## config.mk

```make
export PLATFORM = sky130hd
export DESIGN_NAME = fetch_unit_flat
export DESIGN_NICKNAME = d
export VERILOG_FILES = /design/src/rtl/wisc_pkg.sv /design/src/rtl/fetch_unit_if.sv /design/src/rtl/fetch_fifo.sv /design/src/rtl/fetch_unit.sv /design/src/flat_wrapper.sv
export SDC_FILE = /design/constraint.sdc
export NUM_CORES = 1
export LEC_CHECK = 0
export CAP_MARGIN = 20
export CORE_ASPECT_RATIO = 2
export CORE_UTILIZATION = 40
export CTS_BUF_LIST = sky130_fd_sc_hd__clkbuf_16
export DETAILED_ROUTE_END_ITERATION = 8
export GPL_TIMING_DRIVEN = 0
export SYNTH_ARGS = -nofsm -noshare
export SYNTH_HDL_FRONTEND = slang
export SYNTH_SLANG_ARGS = --single-unit
```

## constraint.sdc

```tcl
create_clock -name clk -period 3 [get_ports clk]
set_clock_uncertainty 0.15 [all_clocks]
set_input_delay 0.75 -clock clk [delete_from_list [all_inputs] [get_ports clk]]
set_output_delay 0.75 -clock clk [all_outputs]
set_load 0.1 [all_outputs]
```

## src/rtl/wisc_pkg.sv

```systemverilog
// Shared opcode values and the fetch-buffer entry layout used by fetch and decode.
// Pure declarations: no latency, no flow control.
package wisc_pkg;

    localparam int FE_ADDR_W  = 16;
    localparam int FE_INSTR_W = 16;

    localparam logic [3:0] OP_ADD = 4'h0;
    localparam logic [3:0] OP_SUB = 4'h1;
    localparam logic [3:0] OP_LD  = 4'h8;
    localparam logic [3:0] OP_ST  = 4'h9;
    localparam logic [3:0] OP_BEQ = 4'hC;
    localparam logic [3:0] OP_JMP = 4'hD;
    localparam logic [3:0] OP_HLT = 4'hF;

    typedef struct packed {
        logic [FE_INSTR_W-1:0] instr;
        logic [FE_ADDR_W-1:0]  pc;
    } fetch_entry_t;

endpackage

```

## src/rtl/fetch_unit_if.sv

```systemverilog
// Fetch-side bus: IM request/response, decode valid/ready handshake, redirect and halt.
// No storage; master is the fetch unit, slave is the IM/decode environment.
interface fetch_unit_if #(
    parameter int ADDR_W  = 16,
    parameter int INSTR_W = 16
);
    logic               im_rd_en;
    logic [ADDR_W-1:0]  im_addr;
    logic [INSTR_W-1:0] im_instr;
    logic               id_valid;
    logic               id_ready;
    logic [INSTR_W-1:0] id_instr;
    logic [ADDR_W-1:0]  id_pc;
    logic               redirect;
    logic [ADDR_W-1:0]  redirect_pc;
    logic               hlt;

    modport master (
        output im_rd_en, im_addr, id_valid, id_instr, id_pc, hlt,
        input  im_instr, id_ready, redirect, redirect_pc
    );

    modport slave (
        input  im_rd_en, im_addr, id_valid, id_instr, id_pc, hlt,
        output im_instr, id_ready, redirect, redirect_pc
    );
endinterface

```

## src/rtl/fetch_fifo.sv

```systemverilog
// DEPTH-entry FIFO with flush; a push is visible at the head one cycle later (no fall-through).
// No internal overflow guard: the producer must keep pushes within the free space shown by count_o.
module fetch_fifo
    import wisc_pkg::*;
#(
    parameter int  DEPTH   = 4,
    parameter type entry_t = fetch_entry_t
) (
    input  logic                       clk,
    input  logic                       rst_n,
    input  logic                       flush_i,
    input  logic                       push_i,
    input  entry_t                     push_dat_i,
    input  logic                       pop_i,
    output entry_t                     head_dat_o,
    output logic [$clog2(DEPTH+1)-1:0] count_o
);
    localparam int PTR_W = $clog2(DEPTH);
    localparam int CNT_W = $clog2(DEPTH+1);

    entry_t             mem_q [DEPTH];
    logic [PTR_W-1:0]   wr_ptr_q, wr_ptr_d;
    logic [PTR_W-1:0]   rd_ptr_q, rd_ptr_d;
    logic [CNT_W-1:0]   cnt_q, cnt_d;

    always_comb begin
        wr_ptr_d = wr_ptr_q;
        rd_ptr_d = rd_ptr_q;
        cnt_d    = cnt_q;
        if (flush_i) begin
            wr_ptr_d = '0;
            rd_ptr_d = '0;
            cnt_d    = '0;
        end else begin
            // Pointers wrap naturally because DEPTH is a power of two.
            if (push_i) wr_ptr_d = wr_ptr_q + PTR_W'(1);
            if (pop_i)  rd_ptr_d = rd_ptr_q + PTR_W'(1);
            cnt_d = cnt_q + CNT_W'(push_i) - CNT_W'(pop_i);
        end
    end

    always_ff @(posedge clk or negedge rst_n) begin
        if (!rst_n) begin
            wr_ptr_q <= '0;
            rd_ptr_q <= '0;
            cnt_q    <= '0;
        end else begin
            wr_ptr_q <= wr_ptr_d;
            rd_ptr_q <= rd_ptr_d;
            cnt_q    <= cnt_d;
        end
    end

    always_ff @(posedge clk) begin
        if (push_i && !flush_i) mem_q[wr_ptr_q] <= push_dat_i;
    end

    assign head_dat_o = mem_q[rd_ptr_q];
    assign count_o    = cnt_q;

endmodule

```

## src/rtl/fetch_unit.sv

```systemverilog
// PC + IM request issue + prefetch FIFO; IM data lands in the FIFO one cycle after issue, head visible the next.
// Issue stalls on credit (count+inflight), redirect and halt. FETCH_PERF_CNT_EN adds stall/flush counters.
module fetch_unit
    import wisc_pkg::*;
#(
    parameter int                ADDR_W     = 16,
    parameter int                INSTR_W    = 16,
    parameter int                DEPTH      = 4,
    parameter logic [ADDR_W-1:0] RESET_PC   = '0,
    parameter logic [3:0]        HLT_OPCODE = OP_HLT
) (
    input  logic          clk,
    input  logic          rst_n,
    fetch_unit_if.master  bus
`ifdef FETCH_PERF_CNT_EN
    ,
    output logic [31:0]   stall_cycles,
    output logic [15:0]   flush_count
`endif
);
    localparam int CNT_W = $clog2(DEPTH+1);

    typedef struct packed {
        logic [INSTR_W-1:0] instr;
        logic [ADDR_W-1:0]  pc;
    } entry_t;

    logic [ADDR_W-1:0] pc_q, pc_d;
    logic [ADDR_W-1:0] tag_q, tag_d;
    logic              inflight_q, inflight_d;
    logic              halt_fetched_q, halt_fetched_d;
    logic              hlt_q, hlt_d;

    logic              redir, credit_ok, issue, push, pop, valid;
    logic              push_is_hlt, head_is_hlt;
    logic [CNT_W-1:0]  count;
    logic [CNT_W:0]    occupancy;
    entry_t            push_dat, head;

    // A request still in flight holds a slot even if it will later be squashed.
    assign occupancy   = {1'b0, count} + {{CNT_W{1'b0}}, inflight_q};
    assign credit_ok   = occupancy < (CNT_W+1)'(DEPTH);
    assign issue       = !bus.redirect && !halt_fetched_q && !hlt_q && credit_ok;
    assign redir       = bus.redirect && !hlt_q;
    assign push        = inflight_q && !redir && !halt_fetched_q;
    assign valid       = (count != '0);
    assign pop         = valid && bus.id_ready;
    assign push_dat    = '{instr: bus.im_instr, pc: tag_q};
    assign push_is_hlt = push && (bus.im_instr[INSTR_W-1 -: 4] == HLT_OPCODE);
    assign head_is_hlt = (head.instr[INSTR_W-1 -: 4] == HLT_OPCODE);

    always_comb begin
        pc_d           = pc_q;
        tag_d          = tag_q;
        inflight_d     = issue;
        halt_fetched_d = halt_fetched_q;
        hlt_d          = hlt_q | (pop & head_is_hlt);
        if (redir) begin
            pc_d           = bus.redirect_pc;
            halt_fetched_d = 1'b0;
        end else begin
            if (issue) begin
                pc_d  = pc_q + ADDR_W'(1);
                tag_d = pc_q;
            end
            if (push_is_hlt) halt_fetched_d = 1'b1;
        end
    end

    always_ff @(posedge clk or negedge rst_n) begin
        if (!rst_n) begin
            pc_q           <= RESET_PC;
            tag_q          <= '0;
            inflight_q     <= 1'b0;
            halt_fetched_q <= 1'b0;
            hlt_q          <= 1'b0;
        end else begin
            pc_q           <= pc_d;
            tag_q          <= tag_d;
            inflight_q     <= inflight_d;
            halt_fetched_q <= halt_fetched_d;
            hlt_q          <= hlt_d;
        end
    end

    fetch_fifo #(
        .DEPTH   (DEPTH),
        .entry_t (entry_t)
    ) u_fifo (
        .clk        (clk),
        .rst_n      (rst_n),
        .flush_i    (redir),
        .push_i     (push),
        .push_dat_i (push_dat),
        .pop_i      (pop),
        .head_dat_o (head),
        .count_o    (count)
    );

    // Gated so no request is visible while reset is held.
    assign bus.im_rd_en = issue & rst_n;
    assign bus.im_addr  = pc_q;
    assign bus.id_valid = valid;
    assign bus.id_instr = head.instr;
    assign bus.id_pc    = head.pc;
    assign bus.hlt      = hlt_q;

`ifdef FETCH_PERF_CNT_EN
    logic [31:0] stall_q;
    logic [15:0] flush_q;

    always_ff @(posedge clk or negedge rst_n) begin
        if (!rst_n) begin
            stall_q <= '0;
            flush_q <= '0;
        end else begin
            if (!valid && !hlt_q && (stall_q != '1)) stall_q <= stall_q + 32'd1;
            if (redir && (flush_q != '1))            flush_q <= flush_q + 16'd1;
        end
    end

    assign stall_cycles = stall_q;
    assign flush_count  = flush_q;
`endif

endmodule

```

## src/flat_wrapper.sv

```systemverilog
// flat-port wrapper written by rule: the top's interface ports become plain ports
module fetch_unit_flat import wisc_pkg::*;
#(
    parameter int                ADDR_W     = 16,
    parameter int                INSTR_W    = 16,
    parameter int                DEPTH      = 4,
    parameter logic [ADDR_W-1:0] RESET_PC   = '0,
    parameter logic [3:0]        HLT_OPCODE = OP_HLT
)
  (clk, rst_n, bus_im_rd_en, bus_im_addr, bus_id_valid, bus_id_instr, bus_id_pc, bus_hlt, bus_im_instr, bus_id_ready, bus_redirect, bus_redirect_pc);
  fetch_unit_if #(.ADDR_W(ADDR_W), .INSTR_W(INSTR_W)) bus_i ();
  input  logic clk;
  input  logic rst_n;
  output wire logic [$bits(bus_i.im_rd_en)-1:0] bus_im_rd_en;
  output wire logic [$bits(bus_i.im_addr)-1:0] bus_im_addr;
  output wire logic [$bits(bus_i.id_valid)-1:0] bus_id_valid;
  output wire logic [$bits(bus_i.id_instr)-1:0] bus_id_instr;
  output wire logic [$bits(bus_i.id_pc)-1:0] bus_id_pc;
  output wire logic [$bits(bus_i.hlt)-1:0] bus_hlt;
  input wire logic [$bits(bus_i.im_instr)-1:0] bus_im_instr;
  input wire logic [$bits(bus_i.id_ready)-1:0] bus_id_ready;
  input wire logic [$bits(bus_i.redirect)-1:0] bus_redirect;
  input wire logic [$bits(bus_i.redirect_pc)-1:0] bus_redirect_pc;
  assign bus_im_rd_en = bus_i.im_rd_en;
  assign bus_im_addr = bus_i.im_addr;
  assign bus_id_valid = bus_i.id_valid;
  assign bus_id_instr = bus_i.id_instr;
  assign bus_id_pc = bus_i.id_pc;
  assign bus_hlt = bus_i.hlt;
  assign bus_i.im_instr = bus_im_instr;
  assign bus_i.id_ready = bus_id_ready;
  assign bus_i.redirect = bus_redirect;
  assign bus_i.redirect_pc = bus_redirect_pc;
  fetch_unit #(.ADDR_W(ADDR_W), .INSTR_W(INSTR_W), .DEPTH(DEPTH), .RESET_PC(RESET_PC), .HLT_OPCODE(HLT_OPCODE)) u_core (.clk(clk), .rst_n(rst_n), .bus(bus_i));
endmodule
```

# Yosys cells after proc, flatten, opt, wreduce, memory -nomap -nowiden
# Memories as Yosys holds them, arrays and structs flattened.
# Index checks and enable logic that the tools add are counted.
dict set report word_totals {
  register_bits 42
  mem_bits_rw 128
  input_bits 36
  out_inout_bits 51
  wordCells 52
  mem_count 1
}
dict set report classes {
  n_addsub 6
  n_lt_le_gt_ge 1
  n_eq_ne 2
  mux 11
  n_bitwise 4
  reduce_logical 19
}
# name depth width rd rd_clocked_by_memory_dff write_ports line
set memory_table {}
lappend memory_table {u_core.u_fifo.mem_q 4 32 1 0 1 fetch_fifo.sv:21} ;# entry_t mem_q [DEPTH];
# op n
set ops {}
lappend ops {{two-way mux 16 bit} 2}
lappend ops {{adder 16 x 1 -> 16 bit, second input constant} 1}
lappend ops {{logical AND 1 bit} 9}
lappend ops {{equality test 4 bit, second input constant} 2}
lappend ops {{two-way mux 2 bit} 4}
lappend ops {{nonzero test 2 bit} 4}
lappend ops {{adder 2 x 1 -> 2 bit, second input constant} 2}
lappend ops {{adder 3 x 1 -> 4 bit} 1}
lappend ops {{logical NOT 1 bit} 4}
lappend ops {{less-than comparator 4 x 3 -> 1 bit, second input constant} 1}
lappend ops {{two-way mux 1 bit} 4}
lappend ops {{adder 3 x 1 -> 3 bit} 1}
lappend ops {{two-way mux 3 bit} 1}
lappend ops {{nonzero test 3 bit} 1}
lappend ops {{subtractor 3 x 1 -> 3 bit} 1}
lappend ops {{bitwise AND 1 bit} 2}
lappend ops {{AND reduction 2 bit} 1}
lappend ops {{inverter 1 bit} 1}
lappend ops {{OR 1 bit} 1}

# Longest topological paths before layout
dict set report depth {
  ltp_word 8
  mapped_depth 11
  ltp_nobuf 10
}

# Modules after synthesis
# From an unflattened synthesis, not the netlist that was laid out.
dict set report hier_totals {
  hier_cells 393
  area_unflattened_um2 6770.2
}
# mod n_inst cells_per_inst area_each_um2 seq_area_each_um2
set by_module_without_submodules {}
lappend by_module_without_submodules {fetch_fifo 1 205 5091.1 4018.9}
lappend by_module_without_submodules {fetch_unit 1 188 1679.1 875.8}

# Worst setup path after synthesis
# No wires, ideal clock.
dict set report synth_path {
  path_kind {register to output}
  startpoint {reg u_core.hlt_q, in the netlist u_core.bus.hlt}
  endpoint {out bus_im_rd_en}
  t_arrival_ns 2.706
  required_time_ns 2.100
  setup_slack_ns -0.606
  path_stages_with_launch 6
  path_buffers 1
  cell_sequence {dfrtp_1 -> a311o_1 -> a211o_1 -> inv_2 -> buf_1 -> and2_1}
}
dict set report synth_via {
  elab_chain_len 4
}
# item line
set synth_lines {}
lappend synth_lines {{start, declared} fetch_unit.sv:32} ;# logic hlt_q, hlt_d;
lappend synth_lines {{start signal, assigned} fetch_unit.sv:82} ;# hlt_q <= hlt_d;
lappend synth_lines {{logical NOT 1 bit} fetch_unit.sv:43} ;# assign issue = !bus.redirect && !halt_fetched_q && !hlt_q && credit_ok;
lappend synth_lines {{logical AND 1 bit (2 in series)} fetch_unit.sv:43}
lappend synth_lines {{bitwise AND 1 bit} fetch_unit.sv:101} ;# assign bus.im_rd_en = issue & rst_n;
lappend synth_lines {{end, declared} flat_wrapper.sv:14} ;# output wire logic [$bits(bus_i.im_rd_en)-1:0] bus_im_rd_en;
# Every way passes these cells.

# Worst setup path in the final report
dict set report layout_path {
  startpoint {in bus_redirect}
  endpoint {mem u_core.u_fifo.mem_q[1][18] (netlist name), enable pin}
}
dict set report layout_via {
  elab_chain_len 7
}
# item line
set layout_lines {}
lappend layout_lines {{start, declared} flat_wrapper.sv:22} ;# input wire logic [$bits(bus_i.redirect)-1:0] bus_redirect;
lappend layout_lines {{logical AND 1 bit *} fetch_unit.sv:44} ;# assign redir = bus.redirect && !hlt_q;
lappend layout_lines {{logical NOT 1 bit *} {fetch_fifo.sv:55, fetch_unit.sv:45}}
lappend layout_lines {{logical AND 1 bit (2 in series)} fetch_unit.sv:45} ;# assign push = inflight_q && !redir && !halt_fetched_q;
lappend layout_lines {{logical AND 1 bit *} fetch_fifo.sv:55} ;# if (push_i && !flush_i) mem_q[wr_ptr_q] <= push_dat_i;
lappend layout_lines {{two-way mux 1 bit *} fetch_fifo.sv:55}
lappend layout_lines {{two-way mux 1 bit (implied by the code) *} fetch_fifo.sv:55}
lappend layout_lines {{end, declared} fetch_fifo.sv:21}
# Every way passes the cells marked *; elsewhere a longest branch is shown, timed or not.

==> metrics.md <==
| Metric | Value |
|---|---|
| # fillers | `between 1000 and 1500` |
| Post-synth top flop | `edfxtp_1` |
| Cts bufs inserted | `17` |
| Commonest non-fill, non-tap cell in the layout | `edfxtp_1` |
| Pin slew with the least headroom to its limit | `1.040 ns` |
| Setup TNS | `-9.753 ns` |
| Max cap viols | `0` |
| Rows | `66` |
| Worst Path Required | `approximately 2.9 ns` |
| Tightest Hold Check Type | `register to register` |
| Die Wd | `93.82 um` |
| Wirelength per Cell | `around 19 um` |
| Number of global-route vias before repair | `between 4000 and 5000` |
| Share of the yosys chip area belonging to registers | `72.58%` |
| CTS Sinks | `170` |
| Initial antenna violation count | `1` |
| Dpl ws | `-1.393 ns` |
| Max Root-Sink Buffers | `2` |
| Share of layout cells above drive strength 1 | `24.47%` |
| Yosys synthesis warning count | `0` |
| CTS tree | `built` |
| Library cells used by synthesis | `46` |
| Relative slew slack | `30.54%` |
| Final Setup Violations | `96` |
| Status | `finished with violations` |
| RSZ-0062 raised after global routing | `true` |
| Nets | `around 550` |
| Area of the die | `between 15000 and 20000 um2` |
| Worst Hold Launch | `u_core.tag_q[3]` |
| Avg Cell Area, Syn | `17.03 um2` |
| Worst-path fanout max | `32` |
| Worst r2r src | `u_core.bus.hlt` |
| Fin worst setup slack | `-0.1331 ns` |
| Residual DRC | `0` |
| Reg2reg path depth | `4` |
| Gpl congestion | `0.8906` |
| Reg-to-reg endpoint | `u_core.u_fifo.mem_q[1][18]` |
| H-tree depth | `4` |
| Final hold violation count | `0` |
| Routed Wire Length | `13820 um` |
| Detailed Place HPWL | `approximately 9200 um` |
| Die height | `185.6 um` |
| Worst Path Arrival | `3.02 ns` |
| Port-buffer cells | `86` |
| Critical-path top delay cell | `and3_2` |
| Via count | `3917` |
| Worst Hold End | `u_core.u_fifo.mem_q[1][3]` |
| Core outline area | `16350 um2` |
| Synth Register Bits | `170` |
| Critical-path cell list | `clkdlybuf4s50_1 -> nand2b_1 -> clkbuf_1 -> clkbuf_1 -> and3_2` |
| Mapped Nets | `441` |
| DRT antenna net count | `0` |
| WHS Path Cells | `0` |
| DRT iter0 DRCs | `169` |
| Critical Path Source Type | `primary input` |
| Number of flops mapped to enable cells by yosys | `128` |
| Final Util | `52.01%` |
| Synth-to-layout area growth | `26.10%` |
| Largest net degree at the start of global routing | `39` |
| First-pass GRT wire length | `21680 um` |
| GRT Overall Usage | `17.39%` |
| Clock Latency Late Sink | `0.42 ns` |
| Clock slew seen by the registers of the worst setup and hold paths | `0.06 ns` |
| Syn Inst Count | `396` |
| CP Capture Type | `register` |
| Initial Util | `41.25%` |
| Failing checks | `setup timing` |
| I/O pins | `87` |
| GR Overflow Total | `0` |
| Most frequent CP cell | `clkbuf_1` |
| Crit Path Class | `primary input to register` |
| R2R Setup Slk | `0.23 ns` |
| CP peak stage delay | `0.90 ns` |
| Most frequent cells in the layout | `edfxtp_1 (128), nand2_1 (54), clkdlybuf4s50_1 (40), dfrtp_1 (39), mux4_2 (32)` |
| Clock root buffer | `clkbuf_16` |
| Mean number of vias per cell | `5.410` |
| Ys async rst share | `24.71%` |
| F_max | `319.2 MHz` |
| Max-slew violation count | `0` |
| Hold slack | `~0.37 ns` |
| Post-Syn Area | `6744 um2` |
| DRT Pass-1 Iters | `4` |
| Minimum clock period | `around 3.1 ns` |
| Fin crit share | `104.4%` |
-- registers in the layout, summed over array words and instances (netlist names) --
register and flops:
u_core.bus.hlt 1, u_core.bus.im_addr 16, u_core.halt_fetched_q 1, u_core.inflight_q 1, u_core.tag_q 16, u_core.u_fifo.count_o 3
u_core.u_fifo.mem_q 128, u_core.u_fifo.rd_ptr_q 2, u_core.u_fifo.wr_ptr_q 2
-- how the worst max path moves through the flow --
| stage | start | to | slack, ns | cells past startpoint |
|---|---|---|---|---|
| 6_report | bus_redirect | u_core.u_fifo.mem_q[1][18] | -0.13 | 5 |
| 4_1_cts | bus_redirect | u_core.u_fifo.mem_q[0][18] | -0.16 | 5 |
| 2_1_floorplan | u_core.u_fifo.count_o[1] | bus_im_rd_en | 0.01 | 6 |
| 5_1_grt | bus_redirect | u_core.u_fifo.mem_q[0][7] | -0.20 | 5 |
| 3_3_place_gp | rst_n | bus_im_rd_en | -2.07 | 3 |
| 3_5_place_dp | bus_redirect | bus_im_rd_en | -1.39 | 6 |
-- worst max-delay path: cells and delay by family --
family | cells | cell delay (ns)
buf+inv | 3 | 1.25
simple gates | 2 | 0.99
-- cells in the mapped netlist, types with 2 or more instances --
master / instances / share of area, %
a221o_1: 3 / 0.45
a311oi_1: 2 / 0.26
nor2_1: 17 / 0.95
mux2_2: 2 / 0.33
inv_1: 6 / 0.33
a2111oi_0: 2 / 0.26
ha_1: 8 / 1.5
or3_1: 2 / 0.19
nor3_1: 6 / 0.45
clkbuf_1: 12 / 0.67
edfxtp_1: 128 / 57
nand4_1: 5 / 0.46
nor4_1: 2 / 0.19
o21ai_0: 3 / 0.22
a31o_2: 4 / 0.52
or4_1: 4 / 0.45
a31oi_1: 6 / 0.56
nand2b_1: 2 / 0.19
o31ai_1: 5 / 0.56
buf_1: 4 / 0.22
buf_2: 3 / 0.22
o31a_1: 2 / 0.26
nor2b_1: 2 / 0.19
mux4_2: 32 / 11
xnor2_1: 3 / 0.39
and3_1: 9 / 0.83
and4_1: 2 / 0.26
a211oi_1: 2 / 0.22
and2_1: 3 / 0.28
nand3_1: 5 / 0.37
dfrtp_1: 42 / 16
nand2_1: 54 / 3.0
-- what timing repair did --
action,in CTS,in global routing
gates resized for setup,193,10
endpoints found under the hold margin,4,0
setup endpoints to repair,165,118
pin swaps,2,1
hold buffers,1,0
buffers inserted,1,5
-- per-stage QoR --
| step | area [um2] | std cells |
|---|---|---|
| global placement | 7864 | 686 |
| detailed placement | 7884 | 687 |
| CTS | 8431 | 718 |
| floorplan | 6748 | 396 |
| finish | 8504 | 724 |
| global route | 8504 | 724 |
-- area by class of cell --
type | count | area [um2] | area share, %
antenna | 1 | 2.502 | 0.02942
buffer | 17 | 111.4 | 1.309
clock buffer | 17 | 425.4 | 5.002
clock inverter | 15 | 173.9 | 2.045
inverter | 7 | 28.78 | 0.3384
multi-input combinational | 199 | 1760 | 20.70
sequential | 170 | 4898 | 57.60
tap | 204 | 255.2 | 3.001
timing repair buffer | 94 | 848.3 | 9.975
-- kinds of logic (layout without fill, tap and decap cells) --
| family | after synthesis | in the layout | synth area share (%) |
|---|---|---|---|
| AOI/OAI and AO/OA | 37 | 37 | 4.379 |
| buffers and inverters | 27 | 150 | 1.669 |
| xor gates and xnor gates | 4 | 4 | 0.5196 |
| other | 0 | 1 | 0 |
| and+or+nand+nor | 114 | 114 | 7.903 |
| muxes | 35 | 35 | 11.17 |
| DFF | 170 | 170 | 72.58 |
| adders and majority gates | 9 | 9 | 1.781 |
-- metal layers --
metal / vias to the layer above / share of wire, % / track usage, % / wire length [um]
met3: 28 / 3.7 / 4.167 / 508
met5: - / 0 / 0 / 0
met1: 2015 / 38 / 18.77 / 5200
li1: 1774 / - / - / -
met4: 0 / 3.7 / 10.28 / 518
met2: 100 / 55 / 30.42 / 7591
Power is not shown: default switching activity piles up to over one toggle a cycle in this logic, so the estimate is an artifact.
